[config.mk]
export PLATFORM = sky130hd
export DESIGN_NAME = mu0_prog_loader_flat
export DESIGN_NICKNAME = d
export VERILOG_FILES = /design/src/rtl/mu0_prog_loader_if.sv /design/src/rtl/mu0_prog_loader.sv /design/src/flat_wrapper.sv
export SDC_FILE = /design/constraint.sdc
export NUM_CORES = 1
export LEC_CHECK = 0
export ABC_AREA = 1
export BUFFER_PORTS_ARGS = -buffer_cell sky130_fd_sc_hd__buf_2
export CORE_MARGIN = 4
export CORE_UTILIZATION = 39
export CTS_CLUSTER_SIZE = 28
export DETAILED_ROUTE_END_ITERATION = 10
export SETUP_SLACK_MARGIN = 0.3
export SLEW_MARGIN = 20
export SYNTH_ARGS = -nofsm -noshare
export SYNTH_HDL_FRONTEND = slang
export SYNTH_SLANG_ARGS = --single-unit
[constraint.sdc]
create_clock -name clk -period 2 [get_ports clk]
set_input_delay 0.1 -clock clk [delete_from_list [all_inputs] [get_ports clk]]
set_output_delay 0.1 -clock clk [all_outputs]
set_load 0.01 [all_outputs]
[src/rtl/mu0_prog_loader_if.sv]
// Byte-stream input, program-RAM write port and status outputs of the MU0 program loader.
// The loader uses the slave modport; the producer/observer side uses master.
interface mu0_prog_loader_if #(
    parameter int ADDR_W = 12,
    parameter int DATA_W = 16
);
    logic              start;
    logic [7:0]        rx_data;
    logic              rx_valid;
    logic              rx_last;
    logic              rx_ready;
    logic [ADDR_W-1:0] mem_addr;
    logic [DATA_W-1:0] mem_data;
    logic              mem_wren;
    logic              cpu_hold;
    logic              busy;
    logic              done;
    logic              err;
    logic [ADDR_W:0]   word_count;

    modport slave (
        input  start, rx_data, rx_valid, rx_last,
        output rx_ready, mem_addr, mem_data, mem_wren,
        output cpu_hold, busy, done, err, word_count
    );

    modport master (
        output start, rx_data, rx_valid, rx_last,
        input  rx_ready, mem_addr, mem_data, mem_wren,
        input  cpu_hold, busy, done, err, word_count
    );
endinterface

[src/rtl/mu0_prog_loader.sv]
// Purpose: packs a big-endian byte stream into 16-bit MU0 words, writes them to program RAM from 0, holds CPU in reset until done.
// Latency: write strobe on the cycle after the low byte is accepted; peak 1 word per 3 cycles.
// Backpressure: rx_ready only in HI/LO states, dropped during WRITE and when idle. Optional MU0_LOADER_OPCHECK_EN rejects opcodes 0xB-0xF.
module mu0_prog_loader #(
    parameter int ADDR_W = 12,
    parameter int DATA_W = 16
) (
    input  logic               clk,
    input  logic               rst_n,
    mu0_prog_loader_if.slave   bus
);
    localparam int BYTE_W = DATA_W / 2;

    localparam logic [2:0] S_IDLE  = 3'd0;
    localparam logic [2:0] S_HI    = 3'd1;
    localparam logic [2:0] S_LO    = 3'd2;
    localparam logic [2:0] S_WRITE = 3'd3;
    localparam logic [2:0] S_DONE  = 3'd4;
    localparam logic [2:0] S_ERR   = 3'd5;

    localparam logic [ADDR_W-1:0] ADDR_ONE = ADDR_W'(1);
    localparam logic [ADDR_W:0]   CNT_ONE  = (ADDR_W + 1)'(1);
    localparam logic [ADDR_W:0]   CNT_FULL = {1'b1, {ADDR_W{1'b0}}};

    logic [2:0]        state_q, state_d;
    logic [BYTE_W-1:0] hi_q, hi_d;
    logic [BYTE_W-1:0] lo_q, lo_d;
    logic              last_q, last_d;
    logic [ADDR_W-1:0] addr_q, addr_d;
    logic [ADDR_W:0]   count_q, count_d;
    logic [ADDR_W:0]   count_inc;
    logic              rx_rdy;
    logic              xfer;
    logic              op_ok;
    logic              wr_en;

    assign rx_rdy    = (state_q == S_HI) || (state_q == S_LO);
    assign xfer      = rx_rdy && bus.rx_valid;
    assign count_inc = count_q + CNT_ONE;

`ifdef MU0_LOADER_OPCHECK_EN
    // Opcodes above LSR (0xA) are undefined on MU0; refuse to write them.
    assign op_ok = (hi_q[7:4] <= 4'hA);
`else
    assign op_ok = 1'b1;
`endif

    always_comb begin
        state_d = state_q;
        hi_d    = hi_q;
        lo_d    = lo_q;
        last_d  = last_q;
        addr_d  = addr_q;
        count_d = count_q;
        wr_en   = 1'b0;
        case (state_q)
            S_IDLE, S_DONE, S_ERR: begin
                if (bus.start) begin
                    state_d = S_HI;
                    addr_d  = '0;
                    count_d = '0;
                end
            end
            S_HI: begin
                if (xfer) begin
                    hi_d = bus.rx_data;
                    // A last marker on a high byte means an odd-length program.
                    state_d = bus.rx_last ? S_ERR : S_LO;
                end
            end
            S_LO: begin
                if (xfer) begin
                    lo_d    = bus.rx_data;
                    last_d  = bus.rx_last;
                    state_d = S_WRITE;
                end
            end
            S_WRITE: begin
                if (!op_ok) begin
                    state_d = S_ERR;
                end else begin
                    wr_en   = 1'b1;
                    addr_d  = addr_q + ADDR_ONE;
                    count_d = count_inc;
                    if (last_q) begin
                        state_d = S_DONE;
                    end else if (count_inc == CNT_FULL) begin
                        // Memory full without a stop marker; address wraps but is never written.
                        state_d = S_ERR;
                    end else begin
                        state_d = S_HI;
                    end
                end
            end
            default: state_d = S_IDLE;
        endcase
    end

    always_ff @(posedge clk or negedge rst_n) begin
        if (!rst_n) begin
            state_q <= S_IDLE;
            hi_q    <= '0;
            lo_q    <= '0;
            last_q  <= 1'b0;
            addr_q  <= '0;
            count_q <= '0;
        end else begin
            state_q <= state_d;
            hi_q    <= hi_d;
            lo_q    <= lo_d;
            last_q  <= last_d;
            addr_q  <= addr_d;
            count_q <= count_d;
        end
    end

    assign bus.rx_ready   = rx_rdy;
    assign bus.mem_addr   = addr_q;
    assign bus.mem_data   = {hi_q, lo_q};
    assign bus.mem_wren   = wr_en;
    assign bus.cpu_hold   = (state_q != S_DONE);
    assign bus.busy       = (state_q == S_HI) || (state_q == S_LO) || (state_q == S_WRITE);
    assign bus.done       = (state_q == S_DONE);
    assign bus.err        = (state_q == S_ERR);
    assign bus.word_count = count_q;

endmodule

[src/flat_wrapper.sv]
// flat-port wrapper written by rule: the top's interface ports become plain ports
module mu0_prog_loader_flat 
#(
    parameter int ADDR_W = 12,
    parameter int DATA_W = 16
)
  (clk, rst_n, bus_start, bus_rx_data, bus_rx_valid, bus_rx_last, bus_rx_ready, bus_mem_addr, bus_mem_data, bus_mem_wren, bus_cpu_hold, bus_busy, bus_done, bus_err, bus_word_count);
  mu0_prog_loader_if #(.ADDR_W(ADDR_W), .DATA_W(DATA_W)) bus_i ();
  input  logic clk;
  input  logic rst_n;
  input wire logic [$bits(bus_i.start)-1:0] bus_start;
  input wire logic [$bits(bus_i.rx_data)-1:0] bus_rx_data;
  input wire logic [$bits(bus_i.rx_valid)-1:0] bus_rx_valid;
  input wire logic [$bits(bus_i.rx_last)-1:0] bus_rx_last;
  output wire logic [$bits(bus_i.rx_ready)-1:0] bus_rx_ready;
  output wire logic [$bits(bus_i.mem_addr)-1:0] bus_mem_addr;
  output wire logic [$bits(bus_i.mem_data)-1:0] bus_mem_data;
  output wire logic [$bits(bus_i.mem_wren)-1:0] bus_mem_wren;
  output wire logic [$bits(bus_i.cpu_hold)-1:0] bus_cpu_hold;
  output wire logic [$bits(bus_i.busy)-1:0] bus_busy;
  output wire logic [$bits(bus_i.done)-1:0] bus_done;
  output wire logic [$bits(bus_i.err)-1:0] bus_err;
  output wire logic [$bits(bus_i.word_count)-1:0] bus_word_count;
  assign bus_i.start = bus_start;
  assign bus_i.rx_data = bus_rx_data;
  assign bus_i.rx_valid = bus_rx_valid;
  assign bus_i.rx_last = bus_rx_last;
  assign bus_rx_ready = bus_i.rx_ready;
  assign bus_mem_addr = bus_i.mem_addr;
  assign bus_mem_data = bus_i.mem_data;
  assign bus_mem_wren = bus_i.mem_wren;
  assign bus_cpu_hold = bus_i.cpu_hold;
  assign bus_busy = bus_i.busy;
  assign bus_done = bus_i.done;
  assign bus_err = bus_i.err;
  assign bus_word_count = bus_i.word_count;
  mu0_prog_loader #(.ADDR_W(ADDR_W), .DATA_W(DATA_W)) u_core (.clk(clk), .rst_n(rst_n), .bus(bus_i));
endmodule
==> results of run 1 <==
==> power by group through the flow <==
stage | Clock (mW) | Sequential, mW | Combinational (mW)
after floorplan | 0 | 1.37 | 0.674
after global placement | 0 | 1.30 | 1.11
after global routing | 0.611 | 1.33 | 1.37
after CTS | 0.573 | 1.29 | 1.14
final | 0.549 | 1.30 | 1.20
after detailed placement | 0 | 1.30 | 1.13
==> cell type report <==
type,instances,area (sq um)
clock buffers,6,72.57
clock inverters,2,10.01
fillers,603,2977
inverters,45,171.4
multi-input cells,196,1067
flip-flops and latches,45,1127
well taps,75,93.84
repair buffers,69,401.6
==> registers in the layout, summed over array words and instances (netlist names) <==
register and cells:
u_core.bus.mem_addr 12, u_core.bus.word_count 13, u_core.hi_q 8, u_core.last_q 1
u_core.lo_q 8, u_core.state_q 3
==> cells in the final DEF (no fill, tap or decap), types with 2 or more instances in the layout <==
| cell | netlist | routed |
|---|---|---|
| nor2_4 | 3 | 3 |
| nor2_2 | 4 | 6 |
| o21ai_0 | 28 | 28 |
| nand3_1 | 10 | 10 |
| o31ai_2 | 2 | 2 |
| o21ai_2 | 5 | 5 |
| nand4_1 | 4 | 4 |
| a31oi_1 | 3 | 3 |
| xor2_1 | 2 | 2 |
| dfrtp_1 | 45 | 44 |
| clkinv_2 | 0 | 2 |
| clkbuf_8 | 0 | 5 |
| a22oi_1 | 2 | 2 |
| buf_4 | 0 | 6 |
| buf_2 | 1 | 59 |
| buf_12 | 0 | 2 |
| o21ai_1 | 2 | 2 |
| nor2_8 | 2 | 2 |
| inv_2 | 10 | 10 |
| o22ai_2 | 5 | 5 |
| nor2_1 | 19 | 17 |
| nand2_1 | 88 | 88 |
| nand2_2 | 3 | 3 |
| inv_1 | 34 | 34 |
==> path summary, 6_finish.rpt <==
path,slack (ns),end,cells after the start
max,0.37,u_core.state_q[2],13
min,0.06,u_core.lo_q[2],3
max reg2reg,0.37,u_core.state_q[2],13
min reg2reg,0.49,u_core.lo_q[2],2
max in group asynchronous,1.47,u_core.bus.word_count[0],3
min in group asynchronous,0.31,u_core.bus.word_count[5],3
==> tightest hold or removal path, stage by stage <==
cell and delay (ns):
buf_2 0.09, inv_1 0.05, o21ai_0 0.07
==> cell families after synthesis <==
group,count (synthesis),share of synthesized area (%)
and+or+nand+nor,138,26.64
AOI/OAI and AO/OA,54,15.49
buffers and inverters,51,9.000
DFF,45,47.10
xor gates and xnor gates,2,0.7327
adders and majority gates,2,1.046
==> routing by layer <==
metal,vias to the layer above,routed length [um],GRT usage (%)
met1,941,2571,19.81
met5,-,0,0
met2,48,2455,25.93
met4,0,56,3.966
met3,6,360,5.038
li1,1077,-,-
==> what timing repair did <==
action,4_1_cts,5_1_grt
gates resized for setup,1,8
setup buffers,0,6
endpoints found under the setup margin,1,8
pin swaps,0,2
endpoints found under the hold margin,45,0
hold buffers,1,0
==> metrics.md, run 1 <==
| Metric | Value |
|---|---|
| Post-synthesis instance total | between 200 and 300 |
| DP Cell Count | 423 |
| Worst Clk Skew | 0.004866 ns |
| Vias | just over 2k |
| Routed via count divided by cell count | ~4.7 |
| Launch point of the worst hold path | bus_rx_data[2] |
| Relative slew margins | 71.04% |
| Max IR drop VDD | 0.0006119 V |
| Setup TNS | 0 ns |
| Top cell type's share of synthesized area | a little under half |
| Total power per unit cell area | 1035 mW/mm^2 |
| Relative contribution of the clock network to total power | 18.0% |
| Number of warnings reported in the yosys synthesis log | 0 |
| Crit path buf inv count | 1 |
| Number of top-level design ports | 60 |
| Fraction of registers with async set/reset | 100.0% |
| Largest net degree at the start of global routing | 46 |
| Slew at the pin closest to its max-slew limit | 0.4333 ns |
| Category of the worst setup path capture point | register |
| Post-route DRC violation count | 0 |
| Number of antenna violations at the first check in global routing | 0 |
| Count of cell types in the netlist | 36 |
| CTS clock-pin slew for the worst setup and hold paths | 0.09 ns |
| Leakage | 1.531 nW |
| Total wire length after detailed routing | 5443 um |
| Min-delay worst type | in2reg |
| Die H | 86.30 um |
| Register bit total from synthesis | 45 |
| Maximum clock frequency | 0.6128 GHz |
| Commonest cells post-synth | 88 x nand2_1, 45 x dfrtp_1, 34 x inv_1, 28 x o21ai_0, 19 x nor2_1 |
| Ys flop type | dfrtp_1 |
| Series of cell instances along the critical path | buf_4 -> nand3_2 -> nor2_2 -> nand3_1 -> nand2_1 -> nand2_1 -> nor2_1 -> nand2_1 -> nand2_1 -> nand2_1 -> nand2_1 -> nand2_1 -> nand2_1 |
| Area Growth Syn to Fin | 23.13% |
| RSZ-0062 raised after global routing | yes |
| WL per Instance | 12.43 um |
| Final min period | 1.632 ns |
| Total nets after synthesis | 307 |
| Required arrival time at the worst endpoint | 2.23 ns |
| First-pass GRT wire length | 9390 um |
| Die outline width | 86.30 um |
| Number of non-filler instances in the completed layout | 438 |
| TritonCTS Buffers | 5 |
| Deepest level of the CTS H-tree | 2 |
| Number of antenna-violating nets in the routed design | 0 |
| Most common cell in the netlist | nand2_1 |
| Family of cells with the greatest summed delay on the critical path | simple AND/OR/NAND/NOR gates |
| Count of final hold-check violations | 0 |
| Number of nets at the end of the flow | 377 |
| CTS tree | built |
| Critical register-to-register path startpoint | u_core.bus.word_count[1] |
| Antenna fix cells | 0 |
| Clk_lat worst skew | 0.29 ns |
| Total non-filler cell area in the finished layout | 0.002944 sq mm |
| Buffers added on ports | just under 60 |
| Initial standard-cell utilization of the core | between 40% and 50% |
| Register area share after synthesis | 47.10% |
| Total count of max-transition violations in the final report | 0 |
| Switching power total | between 1 and 1.5 mW |
| Cell chosen for the clock root | clkbuf_8 |
| Share of the clock period used by the worst path | 81.59% |
| Die area | ~0.0074 sq mm |
| Share of power burned in combinational logic | 39.4% |
| DR iter-0 viols | a little over 70 |
| Weighted congestion reported at the end of routability-driven placement | 0.8161 |
| Post-DP HPWL | 3965 um |
| Post-layout utilization of the core | approximately 50% |
| Total Power Consumption | 3.046 mW |
| Fraction of power spent switching nets | 39.38% |
| Seq pwr share | 42.6% |
| Place WS | 0.3425 ns |
| WP data arrival | 1.87 ns |
| Critical setup path kind | reg2reg |
| Kind of start point of the critical path | register |
| Syn_area_per_cell | approximately 8.2 sq um |
| Count of TritonRoute iterations in the first routing pass | 4 |
| Number of max-cap violations | 0 |
| Via count of the first global-routing pass | 2,082 |
| Number of enable flip-flop cells after synthesis | 0 |
| GRT overflow | 0 |
| Fraction of layout instances using a drive strength above 1 | 32.78% |
| Worst path setup slack after routing | 0.3681 ns |
| Cell occurring most often along the worst timing path | nand2_1 |
| Cell type contributing the most total cell area after synthesis | dfrtp_1 |
| Highest-delay cell along the critical path | dfrtp_1 |
| Post-route worst hold slack | between 0.06 and 0.07 ns |
| Largest driver fanout on the critical path | 4 |
| Sink Count | 45 |
| Internal Pwr Total | roughly 1.8 mW |
| Dpl cell area | 0.002769 sq mm |
| Outcome | finished, final reports clean |
| Clock Tree Buf Depth | 2 |
| Area of the core region | around 0.0059 sq mm |
| Mapped cell area | 0.002391 sq mm |
| Number of rows created at floorplan | 28 |
| Synth top area cells | dfrtp_1 47%, nand2_1 14%, o21ai_0 5.9% |
| Gr usage total | between 10% and 20% |
| Source of the critical timing path | u_core.bus.word_count[1] |
| Number of endpoints failing setup at the final stage | 0 |
| Critical Path Max Stage Delay | 0.44 ns |
Power figures use the tool's default switching activity.
==> run 2: changes to the inputs <==
- ABC_AREA: 1 -> 0
- clock period: 2 -> 1.68 ns (I/O delays scaled with it)
==> run 2 against run 1 <==
Net effect: die area decreased by 4.3%; non-clock buffer count increased by 30; fmax increased by 8.1%; sequential share of layout area decreased by 3.0 points; worst setup slack got worse by 0.20 ns; via count increased by 2.7%; worst hold slack got worse by 0.035 ns; register-to-register slack got worse by 0.20 ns; largest power group is now combinational logic; area after synthesis decreased by 4.7%; sequential power increased by 25%.
==> metrics.md, run 2 <==
| Metric | Value |
|---|---|
| Outcome | finished, final reports clean |
| Number of warnings reported in the yosys synthesis log | 0 |
| CTS tree | built |
| Critical setup path kind | reg2reg |
| GRT overflow | 0 |
| Logic depth of the worst register-to-register path | 5 |
| Area Growth Syn to Fin | 40.97% |
| Sink Count | 45 |
| Post-route DRC violation count | 0 |
| Vias | between 2k and 2.5k |
| Cell chosen for the clock root | clkbuf_8 |
| Commonest cells post-synth | 45 x dfrtp_1, 26 x nand2_1, 25 x o21ai_0, 17 x mux2_2, 15 x nor2_1 |
| Buffers added on ports | 59 |
| Family of cells with the greatest summed delay on the critical path | compound AO/OA/AOI/OAI gates |
| Number of antenna-violating nets in the routed design | 0 |
| Deepest level of the CTS H-tree | 2 |
| Number of cells on the critical path | 5 |
| Area of the core region | 0.005574 sq mm |
| WL per Instance | around 15 um |
| Post-synthesis instance total | 227 |
| Leakage | 1.580 nW |
| Most common cell in the netlist | dfrtp_1 |
| Antenna fix cells | 0 |
| Number of enable flip-flop cells after synthesis | 0 |
| Slew at the pin closest to its max-slew limit | 0.6710 ns |
| Min-delay worst type | in2reg |
| Die outline width | 84.44 um |
| Kind of start point of the critical path | register |
| Clk_lat worst skew | around 0.3 ns |
| Gr usage total | around 17% |
| Mapped cell area | 0.002278 sq mm |
| Count of cell types in the netlist | 38 |
| Critical Path Max Stage Delay | around 0.45 ns |
| First-pass GRT wire length | 9535 um |
| Cell type contributing the most total cell area after synthesis | dfrtp_1 |
| Total wire length after detailed routing | 6139 um |
| Largest driver fanout on the critical path | 4 |
| Weighted congestion reported at the end of routability-driven placement | 0.7403 |
| Die H | roughly 84 um |
| Synth top area cells | dfrtp_1 49%, mux2_2 8.4%, o21ai_0 5.5% |
| Ys flop type | dfrtp_1 |
| Category of the worst setup path capture point | register |
| Leading cell type in the layout, fill and taps excluded | buf_2 |
| Required arrival time at the worst endpoint | about 1.9 ns |
| Number of antenna violations at the first check in global routing | 0 |
| Series of cell instances along the critical path | buf_4 -> a211o_2 -> nand2_2 -> nand4_1 -> o41ai_2 |
| Highest-delay cell along the critical path | dfrtp_2 |
| Total power per unit cell area | 1363 mW/mm^2 |
| RSZ-0062 raised after global routing | yes |
| Total Power Consumption | approximately 4.4 mW |
| Register bit total from synthesis | 45 |
| Number of flip-flops under the largest register name | 13 |
| Register area share after synthesis | between 40% and 50% |
| Fraction of layout instances using a drive strength above 1 | about half |
| Count of final hold-check violations | 0 |
| TritonCTS Buffers | 5 |
| Fraction of registers with async set/reset | 100.0% |
| Total count of max-transition violations in the final report | 0 |
| WP data arrival | 1.71 ns |
| Worst Clk Skew | 0.004289 ns |
| DR iter-0 viols | 70 |
| Number of nets at the end of the flow | 340 |
| Initial standard-cell utilization of the core | 40.88% |
| CTS clock-pin slew for the worst setup and hold paths | 0.09 ns |
| Number of rows created at floorplan | 27 |
| Maximum clock frequency | 0.6626 GHz |
| Top cell type's share of synthesized area | 49.42% |
| Total nets after synthesis | 242 |
| Number of endpoints failing setup at the final stage | 0 |
| Via count of the first global-routing pass | 1,976 |
| Most frequent cells in the layout | 59 x buf_2, 38 x dfrtp_1, 36 x buf_4 |
| Fill cell instance count of the final layout | 495 |
| Die area | slightly above 0.007 sq mm |
| Count of TritonRoute iterations in the first routing pass | 4 |
| Relative slew margins | a little under three fifths |
| Final min period | between 1.5 and 2 ns |
| Syn_area_per_cell | 10.04 sq um |
| Max IR drop VDD | around 0.00083 V |
| Routed via count divided by cell count | 5.358 |
| Number of top-level design ports | 60 |
| Largest net degree at the start of global routing | 28 |
| Number of max-cap violations | 0 |
| Post-DP HPWL | slightly above 4000 um |
| Share of the clock period used by the worst path | 89.83% |
| Crit path buf inv count | 1 |
| Setup TNS | 0 ns |
| Clock Tree Buf Depth | 2 |
| Hold Crit Depth | 2 |
-- run 2: cell families (layout without fill, tap and decap cells) --
family / after synthesis / after routing / synth area share (%)
mux: 22 / 22 / 10.60
simple gates: 81 / 86 / 18.56
xor+xnor: 4 / 4 / 1.538
compound gates: 56 / 56 / 15.27
flops: 45 / 45 / 49.42
buf+inv: 17 / 110 / 3.514
fa+ha+maj: 2 / 2 / 1.098
-- run 2: final timing paths --
path | startpoint | slack [ns] | end
max in group asynchronous | rst_n | 0.78 | u_core.state_q[1]
hold / removal | bus_rx_data[6] | 0.03 | u_core.lo_q[6]
min in group asynchronous | rst_n | 0.35 | u_core.bus.word_count[2]
setup / recovery | u_core.bus.word_count[0] | 0.17 | u_core.state_q[2]
hold reg to reg | u_core.bus.mem_addr[11] | 0.47 | u_core.bus.mem_addr[11]
setup reg to reg | u_core.bus.word_count[0] | 0.17 | u_core.state_q[2]
-- run 2: worst reg2reg max path: cells and delay by family, from the launching register on --
| kind | cells | cell delay (ns) |
|---|---|---|
| compound gates | 2 | 0.64 |
| flops | 1 | 0.45 |
| simple gates | 2 | 0.17 |
| buf+inv | 1 | 0.15 |
-- run 2: per-stage QoR --
step | setup slack (ns) | hold slack [ns] | util (%) | cell area, sq um | cells
5_1_grt | 0.09862 | 0.01001 | 57.62 | 3212 | 397
3_5_place_dp | 0.08494 | 0.1611 | 50.19 | 2798 | 359
6_report | 0.1708 | 0.02853 | 57.62 | 3212 | 397
2_1_floorplan | 0.08451 | -0.2116 | - | 2391 | 227
4_1_cts | 0.1486 | 0.01840 | 55.47 | 3092 | 385
3_3_place_gp | 0.1059 | 0.1598 | 50.19 | 2798 | 359
-- run 2: final cells by class --
class	count	area, sq um	area share, %
clock inverters	2	35.03	1.091
multi-input cells	170	1245	38.76
clock buffers	5	68.82	2.143
flip-flops and latches	45	1135	35.33
well taps	72	90.09	2.805
inverters	4	20.02	0.6233
repair buffers	99	618.1	19.24
-- run 2: layer usage --
metal | track usage (%) | part of all wire (%) | up-vias
met5 | 0 | 0 | -
met4 | 4.460 | 1.7 | 0
met3 | 7.262 | 7.6 | 10
met2 | 26.76 | 49 | 63
met1 | 20.35 | 42 | 1035
li1 | - | - | 1019
-- run 2: what timing repair did --
action / in CTS / in global routing
hold endpoints to repair: 26 / 0
buffers inserted: 17 / 8
resized for setup: 18 / 11
setup endpoints to repair: 47 / 47
pin swaps: 10 / 8
hold buffers: 1 / 0
cloned: 1 / 4
-- run 2: report_power, final --
group / internal, mW / switching (mW)
logic: 0.960 / 0.993
registers: 1.38 / 0.241
clock network: 0.433 / 0.367
total: 2.78 / 1.60
==> run 3: changes to the inputs <==
--- a/config.mk
+++ b/config.mk
@@ -8,8 +8,8 @@
 export ABC_AREA = 0
 export BUFFER_PORTS_ARGS = -buffer_cell sky130_fd_sc_hd__buf_2
-export CORE_MARGIN = 4
 export CORE_UTILIZATION = 39
 export CTS_CLUSTER_SIZE = 28
 export DETAILED_ROUTE_END_ITERATION = 10
+export GPL_TIMING_DRIVEN = 0
 export SETUP_SLACK_MARGIN = 0.3
 export SLEW_MARGIN = 20
==> constraint.sdc (replaced) <==
create_clock -name clk -period 1.68 [get_ports clk]
set_input_delay 0.252 -clock clk [delete_from_list [all_inputs] [get_ports clk]]
set_output_delay 0.252 -clock clk [all_outputs]
set_load 0.01 [all_outputs]
==> run 3 against run 2 <==
Net effect: the run now ends with negative setup slack left; global-route usage up 3.7 points; worst setup slack lost 0.19 ns; via count is 5.6% higher; combinational power grew 57%; fmax shrank 11%; first-iteration DRC count grew to 2.5 times the previous value; highest routed layer unchanged; clock skew rose by 0.0018 ns.
==> metrics.md, run 3 (synthesis results as in run 2) <==
| Metric | Value |
|---|---|
| Switching power total | roughly 2.0 mW |
| Leading cell type in the layout, fill and taps excluded | buf_2 |
| Area Growth Syn to Fin | 67.22% |
| Violations in the final reports | negative setup slack |
| Required arrival time at the worst endpoint | between 1.5 and 2 ns |
| Most frequent cells in the layout | 56 x buf_2, 38 x dfrtp_1, 30 x buf_4 |
| Setup TNS | -0.01469 ns |
| Max IR drop VDD | 0.001211 V |
| Outcome | finished with violations |
| Count of TritonRoute iterations in the first routing pass | 4 |
| Deepest level of the CTS H-tree | 2 |
| Total Power Consumption | 5.388 mW |
| Buffers added on ports | 59 |
| Critical setup path kind | reg2reg |
| Leakage | 1.819 nW |
| RSZ-0062 raised after global routing | yes |
| Share of the clock period used by the worst path | 100.9% |
| Relative slew margins | 61.38% |
| Number of nets at the end of the flow | approximately 350 |
| Slew at the pin closest to its max-slew limit | 0.5793 ns |
| Total non-filler cell area in the finished layout | 0.003810 sq mm |
| GRT overflow | 0 |
| Number of top-level design ports | 60 |
| Maximum clock frequency | just under 0.6 GHz |
| Min-delay worst type | in2reg |
| Gr usage total | between 20% and 30% |
| Antenna fix cells | 0 |
| Initial standard-cell utilization of the core | a little over 40% |
| Fill cell instance count of the final layout | 420 |
| Internal Pwr Total | approximately 3.4 mW |
| Number of non-filler instances in the completed layout | 412 |
| Series of cell instances along the critical path | and4_4 -> buf_6 -> nand3_4 -> nor3b_4 -> o22ai_2 -> o41ai_2 |
| Die area | 0.006152 sq mm |
| Number of antenna-violating nets in the routed design | 0 |
| Place WS | -0.06281 ns |
| TritonCTS Buffers | 5 |
| Die H | 78.44 um |
| Largest driver fanout on the critical path | 7 |
| Weighted congestion reported at the end of routability-driven placement | 0.7854 |
| Share of power burned in combinational logic | 56.9% |
| Clock Tree Buf Depth | 2 |
| Count of final hold-check violations | 0 |
| Largest net degree at the start of global routing | 46 |
| Critical Path Max Stage Delay | 0.45 ns |
| Number of max-cap violations | 0 |
| Die outline width | 78.44 um |
| Total count of max-transition violations in the final report | 0 |
| WP data arrival | 1.89 ns |
| Number of rows created at floorplan | 27 |
| Post-route worst hold slack | 0.1991 ns |
| Number of endpoints failing setup at the final stage | 1 |
| Fraction of power spent switching nets | 37.13% |
| Number of antenna violations at the first check in global routing | 0 |
| Worst path setup slack after routing | -0.01469 ns |
| Clk_lat worst skew | 0.30 ns |
| DP Cell Count | 358 |
| Total power per unit cell area | 1414 mW/mm^2 |
| Post-layout utilization of the core | between 60% and 70% |
| Post-DP HPWL | 3636 um |
| Area of the core region | 0.005574 sq mm |
| Seq pwr share | between 30 and 40% |
| Vias | 2,246 |
| CTS clock-pin slew for the worst setup and hold paths | 0.08 ns |
| DR iter-0 viols | 175 |
| Via count of the first global-routing pass | 2,051 |
| Number of flip-flops under the largest register name | 13 |
| Post-route DRC violation count | 0 |
| Category of the worst setup path capture point | register |
| Highest-delay cell along the critical path | dfrtp_2 |
| Worst Clk Skew | between 0.006 and 0.007 ns |
| First-pass GRT wire length | 9839 um |
| WL per Instance | approximately 17 um |
| Sink Count | 45 |
| Routed via count divided by cell count | roughly 5.5 |
| Total wire length after detailed routing | 6973 um |
| Fraction of layout instances using a drive strength above 1 | 62.65% |
| Relative contribution of the clock network to total power | 12.4% |
| Cell chosen for the clock root | clkbuf_8 |
| Final min period | 1.695 ns |
| Dpl cell area | 0.002776 sq mm |
| Kind of start point of the critical path | register |
| CTS tree | built |
-- run 3: layout make-up --
cell class	count	area (sq um)	share of cell area, %
inverter	4	25.02	0.6568
timing repair buffer	105	788.3	20.69
buffer	13	168.9	4.434
multi-input combinational	165	1515	39.77
clock buffer	6	72.57	1.905
clock inverter	2	15.01	0.3941
tap	72	90.09	2.365
sequential	45	1135	29.79
-- run 3: power by group through the flow --
stage          Clock (mW)  Combinational [mW]  Sequential, mW
2_1_floorplan           0               0.910            1.73
4_1_cts             0.680                2.23            1.62
3_3_place_gp            0                1.55            1.63
6_report            0.668                3.06            1.66
5_1_grt             0.726                3.24            1.70
3_5_place_dp            0                1.58            1.63
-- run 3: final timing paths --
kind                       depth (start not counted)                        to                      from  slack, ns
min                                                2            u_core.lo_q[2]            bus_rx_data[2]       0.20
max in group asynchronous                          2    u_core.bus.mem_addr[0]                     rst_n       0.76
min reg2reg                                        1    u_core.bus.mem_addr[9]    u_core.bus.mem_addr[9]       0.49
max reg2reg                                        6         u_core.state_q[2]  u_core.bus.word_count[0]      -0.01
min in group asynchronous                          2  u_core.bus.word_count[0]                     rst_n       0.50
max                                                6         u_core.state_q[2]  u_core.bus.word_count[0]      -0.01
-- run 3: timing repair --
action                                  4_1_cts  5_1_grt
buffers inserted                             21       19
endpoints found under the setup margin       49       51
hold buffers                                  0        1
cloned                                        1        4
hold endpoints to repair                      0       15
resized for setup                            54       84
pin swaps                                     9       32
-- run 3: per-layer routing --
layer	track usage [%]	up-vias	wire length [um]
met5	0	-	0
met2	34.82	74	3406
met1	26.22	1109	3061
li1	-	1045	-
met4	3.704	0	146
met3	4.651	18	359
-- run 3: worst max-delay path: cells and delay by family (launching register included) --
kind / cells / cell delay (ns)
buf+inv: 1 / 0.14
compound gates: 2 / 0.47
simple gates: 3 / 0.54
flops: 1 / 0.45
